--- src/rtl/xgemac_wb_master.sv ---
// ---------------------------------------------------------------------------
// xgemac_wb_master
//
// Wishbone classic-cycle master for the XGEMAC management/configuration port.
// It takes one register read or write command at a time and runs exactly one
// Wishbone transfer for it. It then returns the read data and the status on a
// response channel. It also turns the MAC interrupt line into a sticky
// pending flag.
//
// Optional feature macro: XGEMAC_WB_TIMEOUT_EN
//   When this macro is defined, a transfer that gets no ACK within
//   TIMEOUT_CYCLES strobe cycles is abandoned and reported with rsp_err=1.
//   When it is undefined, the bus waits for ACK forever and rsp_err is
//   always 0.
//
// Ports:
//   clk, rst          single clock; synchronous active-high reset
//   cmd_*             command channel (valid/ready); we, adr, dat
//   rsp_*             response channel (valid/ready); dat, err
//   wb_*_o / wb_*_i   Wishbone master side, wired to the MAC slave port
//   wb_int_i          MAC interrupt output
//   int_clr           clears int_pending
//   int_pending       sticky flag, set on a rising edge of wb_int_i
// ---------------------------------------------------------------------------
module xgemac_wb_master #(
   parameter int ADDR_WIDTH     = 8,
   parameter int DATA_WIDTH     = 32,
   parameter int TIMEOUT_CYCLES = 255
) (
   input  logic                  clk,
   input  logic                  rst,
   input  logic                  cmd_valid,
   output logic                  cmd_ready,
   input  logic                  cmd_we,
   input  logic [ADDR_WIDTH-1:0] cmd_adr,
   input  logic [DATA_WIDTH-1:0] cmd_dat,
   output logic                  rsp_valid,
   input  logic                  rsp_ready,
   output logic [DATA_WIDTH-1:0] rsp_dat,
   output logic                  rsp_err,
   output logic [ADDR_WIDTH-1:0] wb_adr_o,
   output logic [DATA_WIDTH-1:0] wb_dat_o,
   output logic                  wb_we_o,
   output logic                  wb_cyc_o,
   output logic                  wb_stb_o,
   input  logic                  wb_ack_i,
   input  logic [DATA_WIDTH-1:0] wb_dat_i,
   input  logic                  wb_int_i,
   input  logic                  int_clr,
   output logic                  int_pending
);

   // A bad limit would leave the timeout counter unable to reach it.
   if (TIMEOUT_CYCLES < 1 || TIMEOUT_CYCLES > 65535) begin : g_bad_timeout
      $error("xgemac_wb_master: TIMEOUT_CYCLES must be in 1..65535");
   end

   typedef enum logic [1:0] {
      IDLE,
      BUS,
      RESP
   } state_t;

   state_t                  state_q, state_d;
   logic                    cmd_ready_q, cmd_ready_d;
   logic                    rsp_valid_q, rsp_valid_d;
   logic [DATA_WIDTH-1:0]   rsp_dat_q, rsp_dat_d;
   logic [ADDR_WIDTH-1:0]   wb_adr_q, wb_adr_d;
   logic [DATA_WIDTH-1:0]   wb_dat_q, wb_dat_d;
   logic                    wb_we_q, wb_we_d;
   logic                    wb_cyc_q, wb_cyc_d;
   logic                    wb_stb_q, wb_stb_d;
   logic                    int_q, int_d;
   logic                    int_pending_q, int_pending_d;

`ifdef XGEMAC_WB_TIMEOUT_EN
   localparam logic [15:0] TIMEOUT_LIMIT = 16'(TIMEOUT_CYCLES);
   logic [15:0]             timeout_cnt_q, timeout_cnt_d;
   logic                    rsp_err_q, rsp_err_d;
`endif

   always_comb begin
      state_d     = state_q;
      rsp_valid_d = rsp_valid_q;
      rsp_dat_d   = rsp_dat_q;
      wb_adr_d    = wb_adr_q;
      wb_dat_d    = wb_dat_q;
      wb_we_d     = wb_we_q;
      wb_cyc_d    = wb_cyc_q;
      wb_stb_d    = wb_stb_q;
`ifdef XGEMAC_WB_TIMEOUT_EN
      timeout_cnt_d = timeout_cnt_q;
      rsp_err_d     = rsp_err_q;
`endif

      unique case (state_q)
         IDLE: begin
            if (cmd_valid && cmd_ready_q) begin
               wb_adr_d = cmd_adr;
               wb_dat_d = cmd_dat;
               wb_we_d  = cmd_we;
               wb_cyc_d = 1'b1;
               wb_stb_d = 1'b1;
               state_d  = BUS;
`ifdef XGEMAC_WB_TIMEOUT_EN
               timeout_cnt_d = '0;
`endif
            end
         end
         BUS: begin
            // If ACK arrives on the cycle the limit is reached, the ACK wins.
            if (wb_ack_i) begin
               wb_cyc_d    = 1'b0;
               wb_stb_d    = 1'b0;
               rsp_dat_d   = wb_we_q ? '0 : wb_dat_i;
               rsp_valid_d = 1'b1;
               state_d     = RESP;
`ifdef XGEMAC_WB_TIMEOUT_EN
               rsp_err_d   = 1'b0;
            end else if (timeout_cnt_q + 16'd1 == TIMEOUT_LIMIT) begin
               // This is the last strobe cycle allowed without an ACK.
               wb_cyc_d    = 1'b0;
               wb_stb_d    = 1'b0;
               rsp_dat_d   = '0;
               rsp_err_d   = 1'b1;
               rsp_valid_d = 1'b1;
               state_d     = RESP;
            end else begin
               timeout_cnt_d = timeout_cnt_q + 16'd1;
`endif
            end
         end
         RESP: begin
            if (rsp_ready) begin
               rsp_valid_d = 1'b0;
               state_d     = IDLE;
            end
         end
         default: state_d = IDLE;
      endcase

      // cmd_ready is a registered copy of "next state is IDLE". It therefore
      // rises one cycle after a response handshake, never on the same cycle.
      cmd_ready_d = (state_d == IDLE);

      // A rising edge of the interrupt beats a simultaneous clear.
      int_d = wb_int_i;
      if (wb_int_i && !int_q) begin
         int_pending_d = 1'b1;
      end else if (int_clr) begin
         int_pending_d = 1'b0;
      end else begin
         int_pending_d = int_pending_q;
      end
   end

   always_ff @(posedge clk) begin
      if (rst) begin
         state_q       <= IDLE;
         cmd_ready_q   <= 1'b0;
         rsp_valid_q   <= 1'b0;
         rsp_dat_q     <= '0;
         wb_adr_q      <= '0;
         wb_dat_q      <= '0;
         wb_we_q       <= 1'b0;
         wb_cyc_q      <= 1'b0;
         wb_stb_q      <= 1'b0;
         int_q         <= 1'b0;
         int_pending_q <= 1'b0;
`ifdef XGEMAC_WB_TIMEOUT_EN
         timeout_cnt_q <= '0;
         rsp_err_q     <= 1'b0;
`endif
      end else begin
         state_q       <= state_d;
         cmd_ready_q   <= cmd_ready_d;
         rsp_valid_q   <= rsp_valid_d;
         rsp_dat_q     <= rsp_dat_d;
         wb_adr_q      <= wb_adr_d;
         wb_dat_q      <= wb_dat_d;
         wb_we_q       <= wb_we_d;
         wb_cyc_q      <= wb_cyc_d;
         wb_stb_q      <= wb_stb_d;
         int_q         <= int_d;
         int_pending_q <= int_pending_d;
`ifdef XGEMAC_WB_TIMEOUT_EN
         timeout_cnt_q <= timeout_cnt_d;
         rsp_err_q     <= rsp_err_d;
`endif
      end
   end

   assign cmd_ready   = cmd_ready_q;
   assign rsp_valid   = rsp_valid_q;
   assign rsp_dat     = rsp_dat_q;
   assign wb_adr_o    = wb_adr_q;
   assign wb_dat_o    = wb_dat_q;
   assign wb_we_o     = wb_we_q;
   assign wb_cyc_o    = wb_cyc_q;
   assign wb_stb_o    = wb_stb_q;
   assign int_pending = int_pending_q;
`ifdef XGEMAC_WB_TIMEOUT_EN
   assign rsp_err     = rsp_err_q;
`else
   assign rsp_err     = 1'b0;
`endif

endmodule
--- config.mk ---
export PLATFORM = sky130hd
export DESIGN_NAME = xgemac_wb_master
export DESIGN_NICKNAME = d
export VERILOG_FILES = /design/src/rtl/xgemac_wb_master.sv
export SDC_FILE = /design/constraint.sdc
export NUM_CORES = 1
export LEC_CHECK = 0
export CAP_MARGIN = 20
export CORE_MARGIN = 3
export CORE_UTILIZATION = 30
export DETAILED_ROUTE_END_ITERATION = 8
export MAX_ROUTING_LAYER = met4
export SYNTH_ARGS = -nofsm -noshare
export SYNTH_HDL_FRONTEND = slang
export SYNTH_SLANG_ARGS = --single-unit
--- constraint.sdc ---
create_clock -name clk -period 1.3 [get_ports clk]
set_input_delay 0.13 -clock clk [delete_from_list [all_inputs] [get_ports clk]]
set_output_delay 0.13 -clock clk [all_outputs]
set_load 0.01 [all_outputs]
==> results of run 1 <==
==> final timing paths <==
kind | to | from
setup / recovery | wb_adr_o[7] | state_q[1]
hold / removal | int_q | rst
setup reg to reg | wb_adr_o[7] | state_q[1]
hold reg to reg | int_pending | int_pending
==> layer usage <==
layer  vias to the layer above  global-route usage [%]  wire, um
li1                       1472                       -         -
met1                      1303                   16.69      3944
met2                        88                   21.68      4519
met3                         8                   2.879       514
met4                         0                   6.193       121
met5                         -                       -         0
==> synthesized netlist by cell type, drive strengths merged <==
cell type  count  area share, %
a2111oi        2           0.67
a21oi          2           0.27
and3b          2           0.51
and4bb         1           0.34
buf           13            4.3
clkbuf        18            1.8
conb           1           0.10
dfxtp         80             43
inv            2           0.20
mux2i         73             20
nand2b       118             20
nand4bb        1           0.30
nor2           1           0.10
nor2b          1           0.17
nor3b          1           0.20
o21ba          1           0.27
o22ai          1           0.17
or3b          33            7.8
==> stage by stage <==
stage	instances	hold slack, ns
after floorplan	351	0.2582
after global placement	655	0.4565
after detailed placement	655	0.4594
after CTS	671	0.1802
after global routing	671	0.1933
final	671	0.1909
==> flip-flops by register name (all words and copies together), names as in the netlist <==
| register | cells |
|---|---|
| cmd_ready | 1 |
| int_pending | 1 |
| int_q | 1 |
| rsp_dat | 32 |
| rsp_valid | 1 |
| state_q | 2 |
| wb_adr_o | 8 |
| wb_dat_o | 32 |
| wb_stb_o | 1 |
| wb_we_o | 1 |
==> cell type report <==
class	instances	area (um^2)	area share, %
clock buffers	16	261.5	4.644
inverters	2	7.507	0.1333
multi-input cells	238	1878	33.36
flip-flops and latches	80	1602	28.44
well taps	164	205.2	3.644
repair buffers	171	1677	29.78
==> logic make-up after synthesis <==
logic type | count (synthesis) | share of synthesized area (%)
simple gates | 158 | 29.33
flops | 80 | 43.20
mux | 73 | 19.71
buf+inv | 33 | 6.277
compound gates | 6 | 1.384
other cells | 1 | 0.1012
==> where the power goes <==
group,switching [mW],internal [mW],total [mW]
Clock,0.901,1.35,2.25
Combinational,0.352,0.578,0.930
Sequential,0.0596,2.56,2.62
==> repair_timing <==
item / in CTS / in global routing
gates cloned: 0 / 0
endpoints found under the hold margin: 0 / 0
endpoints found under the setup margin: 78 / 1
buffers inserted: 0 / 0
resized for setup: 78 / 1
==> cell usage in the layout (no fill, tap or decap), drive strengths merged <==
master         instances
nand2b               118
a21oi                  2
nor2                   1
or3b                  33
nand4bb                1
conb                   1
a2111oi                2
clkdlybuf4s50         78
o22ai                  1
clkbuf                16
dlygate4sd2           78
dfxtp                 80
inv                    2
and3b                  2
mux2i                 73
nor3b                  1
buf                   15
and4bb                 1
o21ba                  1
nor2b                  1
==> impl_results.md, run 1 <==
- Die Y-Extent: 117.2 um
- Clock latency on the worst-skew pair: 0.33 ns
- Flops & latches, synth: 80
- Final worst slack: 0.08690 ns
- Largest net degree at the start of global routing: 40
- Fillers: 1125
- Synthesized Nets: 431
- Root buffer cell: clkbuf_16
- Fin crit period: 1.213 ns
- Post-Layout Inst Area: 5630 um^2
- Worst Setup Start Kind: flop
- Fin Setup TNS: 0 ns
- Drt via density: 4.279
- Antenna cell count: 0
- Die Width: 117.2 um
- CTS H-Tree Depth: 3
- Type of the worst setup path: reg -> reg
- Arr. time, crit path: 1.47 ns
- Max Slew Vio Count: 0
- Yosys warnings: 0
- DRC errors left: 0
- Grt total ovfl: 0
- Clock skew: 0.005190 ns
- Area after DPL: 5463 um^2
- Total track usage: 13.67%
- Worst path bufs/invs: 1
- Area growth, synth to finish: 51.87%
- Total power per unit cell area: 1031 nW/um^2
- Crit share post-route: 93.32%
- Layout Utilization: 47.88%
- Setup crit end kind: flop
- Post-Syn Area: 3707 um^2
- Core area: 11760 um^2
- Final Power: 5.806 mW
- # setup viols final: 0
- Ports: 159
- DPL Wire Length: 6821 um
- CTS sink cnt: 80
- Routed Wire Length: 9100 um
- Mean routed wirelength per cell: 13.56 um
- Die area: 13730 um^2
- Sequential fraction of the synthesis area: 43.20%
- DRT Pass-1 Iters: 4
- DR vias: 2871
- Hold path cells: 2
- Critical Path Fanout Max: 21
- Pre-CTS WS: -0.1904 ns
- Syn Inst Count: 351
- Clock buffers created by TritonCTS: 9
- R2r setup slk: 0.09 ns
- CP max stage delay: 0.40 ns
- Critical Path RT: 1.55 ns
- FF-to-FF path depth: 3
- Vias in the first global route: 2781
- Nets: 582
- CP delay by family, top: simple AND/OR/NAND/NOR gates
- Initial antenna violation count: 0
- CTS tree: done
- Syn Area/Cell: 10.56 um^2
- Reg clk slew, reported paths: 0.05 ns
- Max-cap viol count: 0
- Leak pwr: 2.364 nW
- Critical path, cell by cell: and4bb_4 -> buf_12 -> mux2i_1
- Layout cells sized above 1: 5.917%
- Status: finished, final reports clean
- Hold_buf cts: 0
- Hold WC Path Type: in -> reg
- Fmax: 824.3 MHz
- CTS max path bufs: 2
- Initial Utilization: 31.52%
- Worst VDD drop: 0.5342 mV
- Gpl congestion: 0.7362
- Slowest cell on the critical path: and4bb_4
- Row count: 39
- First-pass GRT wire length: 14140 um
- Fin. Hold Viols: 0
- 1st-iter DRT viols: 120
- Antenna viol nets, final: 0
- WP depth: 3
- Port Buffers: 157
- Unrepaired setup endpoints after global routing: false
- Netlist cell types: 23
(Power assumes the default switching activity.)
==> run 2: changes to the inputs <==
- CORE_UTILIZATION: 30 -> 40
- PLACE_DENSITY: unset -> 0.76
- SKIP_CTS_REPAIR_TIMING: unset -> 1
- clock period: 1.3 -> 1.2 ns (I/O delays scaled with it)
==> run 2 against run 1 <==
  * The run now ends with setup timing left
  * Global-route usage is 3.7 points higher
  * Clock skew decreased by 0.00053 ns
  * Critical path depth unchanged
  * Utilization increased by 20 points
  * Clock power down 3%
  * Cell count is 7.2% lower
  * Fmax fell by 5.4%
  * Critical path type unchanged
  * Register-to-register slack lost 0.17 ns
  * Highest routed layer unchanged
  * Cell area increased by 6.0%
  * Clock-buffer cell count shrank 4
  * Sequential cell count is the same
  * Die area shrank 24%
==> impl_results.md, run 2 (synthesized netlist as in run 1, its figures left out) <==
- DRT Pass-1 Iters: 4
- Fillers: 678
- Fmax: 779.5 MHz
- Setup crit end kind: flop
- Total power per unit cell area: 1031 nW/um^2
- DPL Wire Length: 6538 um
- Leak pwr: 3.456 nW
- Die Width: 102.3 um
- Clock skew: 0.004658 ns
- Antenna viol nets, final: 0
- Met3 track utilization from global routing: 2.321%
- Antenna cell count: 0
- # placed instances: 603
- Gpl congestion: 0.7638
- Reg clk slew, reported paths: 0.08 ns
- Die Y-Extent: 102.3 um
- Type of the worst setup path: reg -> reg
- Unrepaired setup endpoints after global routing: true
- Row count: 34
- Fin. Hold Viols: 0
- Most common cell after layout, fill and taps aside: nand2b_1
- Commonest cells after routing, fill and taps aside: 118 x nand2b_1, 79 x dfxtp_1, 78 x clkdlybuf4s50_1, 78 x dlymetal6s2s_1, 71 x mux2i_1
- Max-cap viol count: 0
- Drt via density: 4.742
- GR peak layer: met2
- DRC errors left: 0
- Total track usage: 17.38%
- Failing checks: setup timing
- DR vias: 2954
- Final worst slack: -0.08287 ns
- # setup viols final: 40
- Max Slew Vio Count: 0
- Crit share post-route: 106.9%
- R2r setup slk: -0.08 ns
- Mean routed wirelength per cell: 14.92 um
- M2 GR Usage: 30.28%
- Area after DPL: 5410 um^2
- Ports: 159
- Slowest cell on the critical path: and4bb_4
- Die area: 10460 um^2
- Critical Path Fanout Max: 9
- CTS sink cnt: 80
- CTS tree: done
- Post-Layout Inst Area: 5969 um^2
- Arr. time, crit path: 1.54 ns
- Grt total ovfl: 0
- Register area: 1603 um^2
- Pre-CTS WS: -0.2920 ns
- Fin Setup TNS: -1.535 ns
- 1st-iter DRT viols: 44
- Clock latency on the worst-skew pair: 0.33 ns
- Nets: 591
- Core area: 8848 um^2
- Initial antenna violation count: 0
- CTS H-Tree Depth: 3
- Met1 Usage GRT: 20.56%
- Routed Wire Length: 9297 um
- Critical path, cell by cell: and4bb_4 -> clkbuf_16 -> mux2i_1
- Initial Utilization: 41.90%
- Non-filler cells, final: 623
- Worst Setup Start Kind: flop
- Layout Utilization: 67.46%
- Worst VDD drop: 0.6545 mV
- Critical Path RT: 1.46 ns
- Hold WC Path Type: in -> reg
- Port Buffers: 157
- Clock buffers created by TritonCTS: 9
- Root buffer cell: clkbuf_8
- Status: finished, violations left
- First-pass GRT wire length: 14110 um
- Vias in the first global route: 2970
- Fin crit period: 1.283 ns
- Largest net degree at the start of global routing: 38
- Layout cells sized above 1: 9.126%
- CP max stage delay: 0.47 ns
- Multi-input logic area: 1891 um^2
- CTS max path bufs: 2
- Area growth, synth to finish: 61.02%
==> run 2: cell types whose count changed in the layout (fill, tap and decap cells not counted), sizes merged <==
cell,change
bufinv,+2
clkinv,+1
dlygate4sd2,-78
buf,+5
dlymetal6s2s,+78
==> run 2: final timing paths <==
path	endpoint	startpoint	cells after the start
worst max-delay path	wb_dat_o[6]	state_q[0]	3
worst min-delay path	rsp_dat[14]	rst	3
worst max register to register	wb_dat_o[6]	state_q[0]	3
worst min register to register	rsp_dat[23]	rsp_dat[23]	2
==> run 2: routing by layer <==
layer	vias to the layer above	part of all wire (%)
met5	-	0
met4	0	1.6
met3	10	4.3
met2	83	52
met1	1373	42
li1	1488	-
==> run 2: per-stage QoR <==
step / power, mW / hold slack [ns]
finish: 6.155 / 0.2523
CTS: 6.215 / 0.2353
global route: 6.462 / 0.2380
global placement: 3.984 / 0.4548
detailed placement: 4.006 / 0.4628
floorplan: 3.425 / 0.2482
==> run 2: cell type report <==
type                            count  area share (%)
Inverter                            2          0.1258
Sequential cell                    80           26.85
Clock inverter                      3           1.090
Tap cell                          108           2.264
Clock buffer                       12           2.599
Multi-Input combinational cell    238           31.67
Timing Repair Buffer              180           35.40
==> run 2: critical path: cells and delay by family (launching register included) <==
family	cells	cell delay, ns
and+or+nand+nor	1	0.47
DFF	1	0.35
buffers and inverters	1	0.21
muxes	1	0.19
==> run 2: report_power, final <==
part           total, mW  internal (mW)  switching [mW]  leakage (nW)
logic               1.12          0.725           0.398          2.69
registers           2.84           2.77          0.0651         0.651
clock network       2.19           1.27           0.919         0.112
==> run 3: changes to the inputs <==
- CAP_MARGIN: 20 -> unset
==> results of run 3 <==
No change in the layout: final DEF, timing and power equal those of run 2.
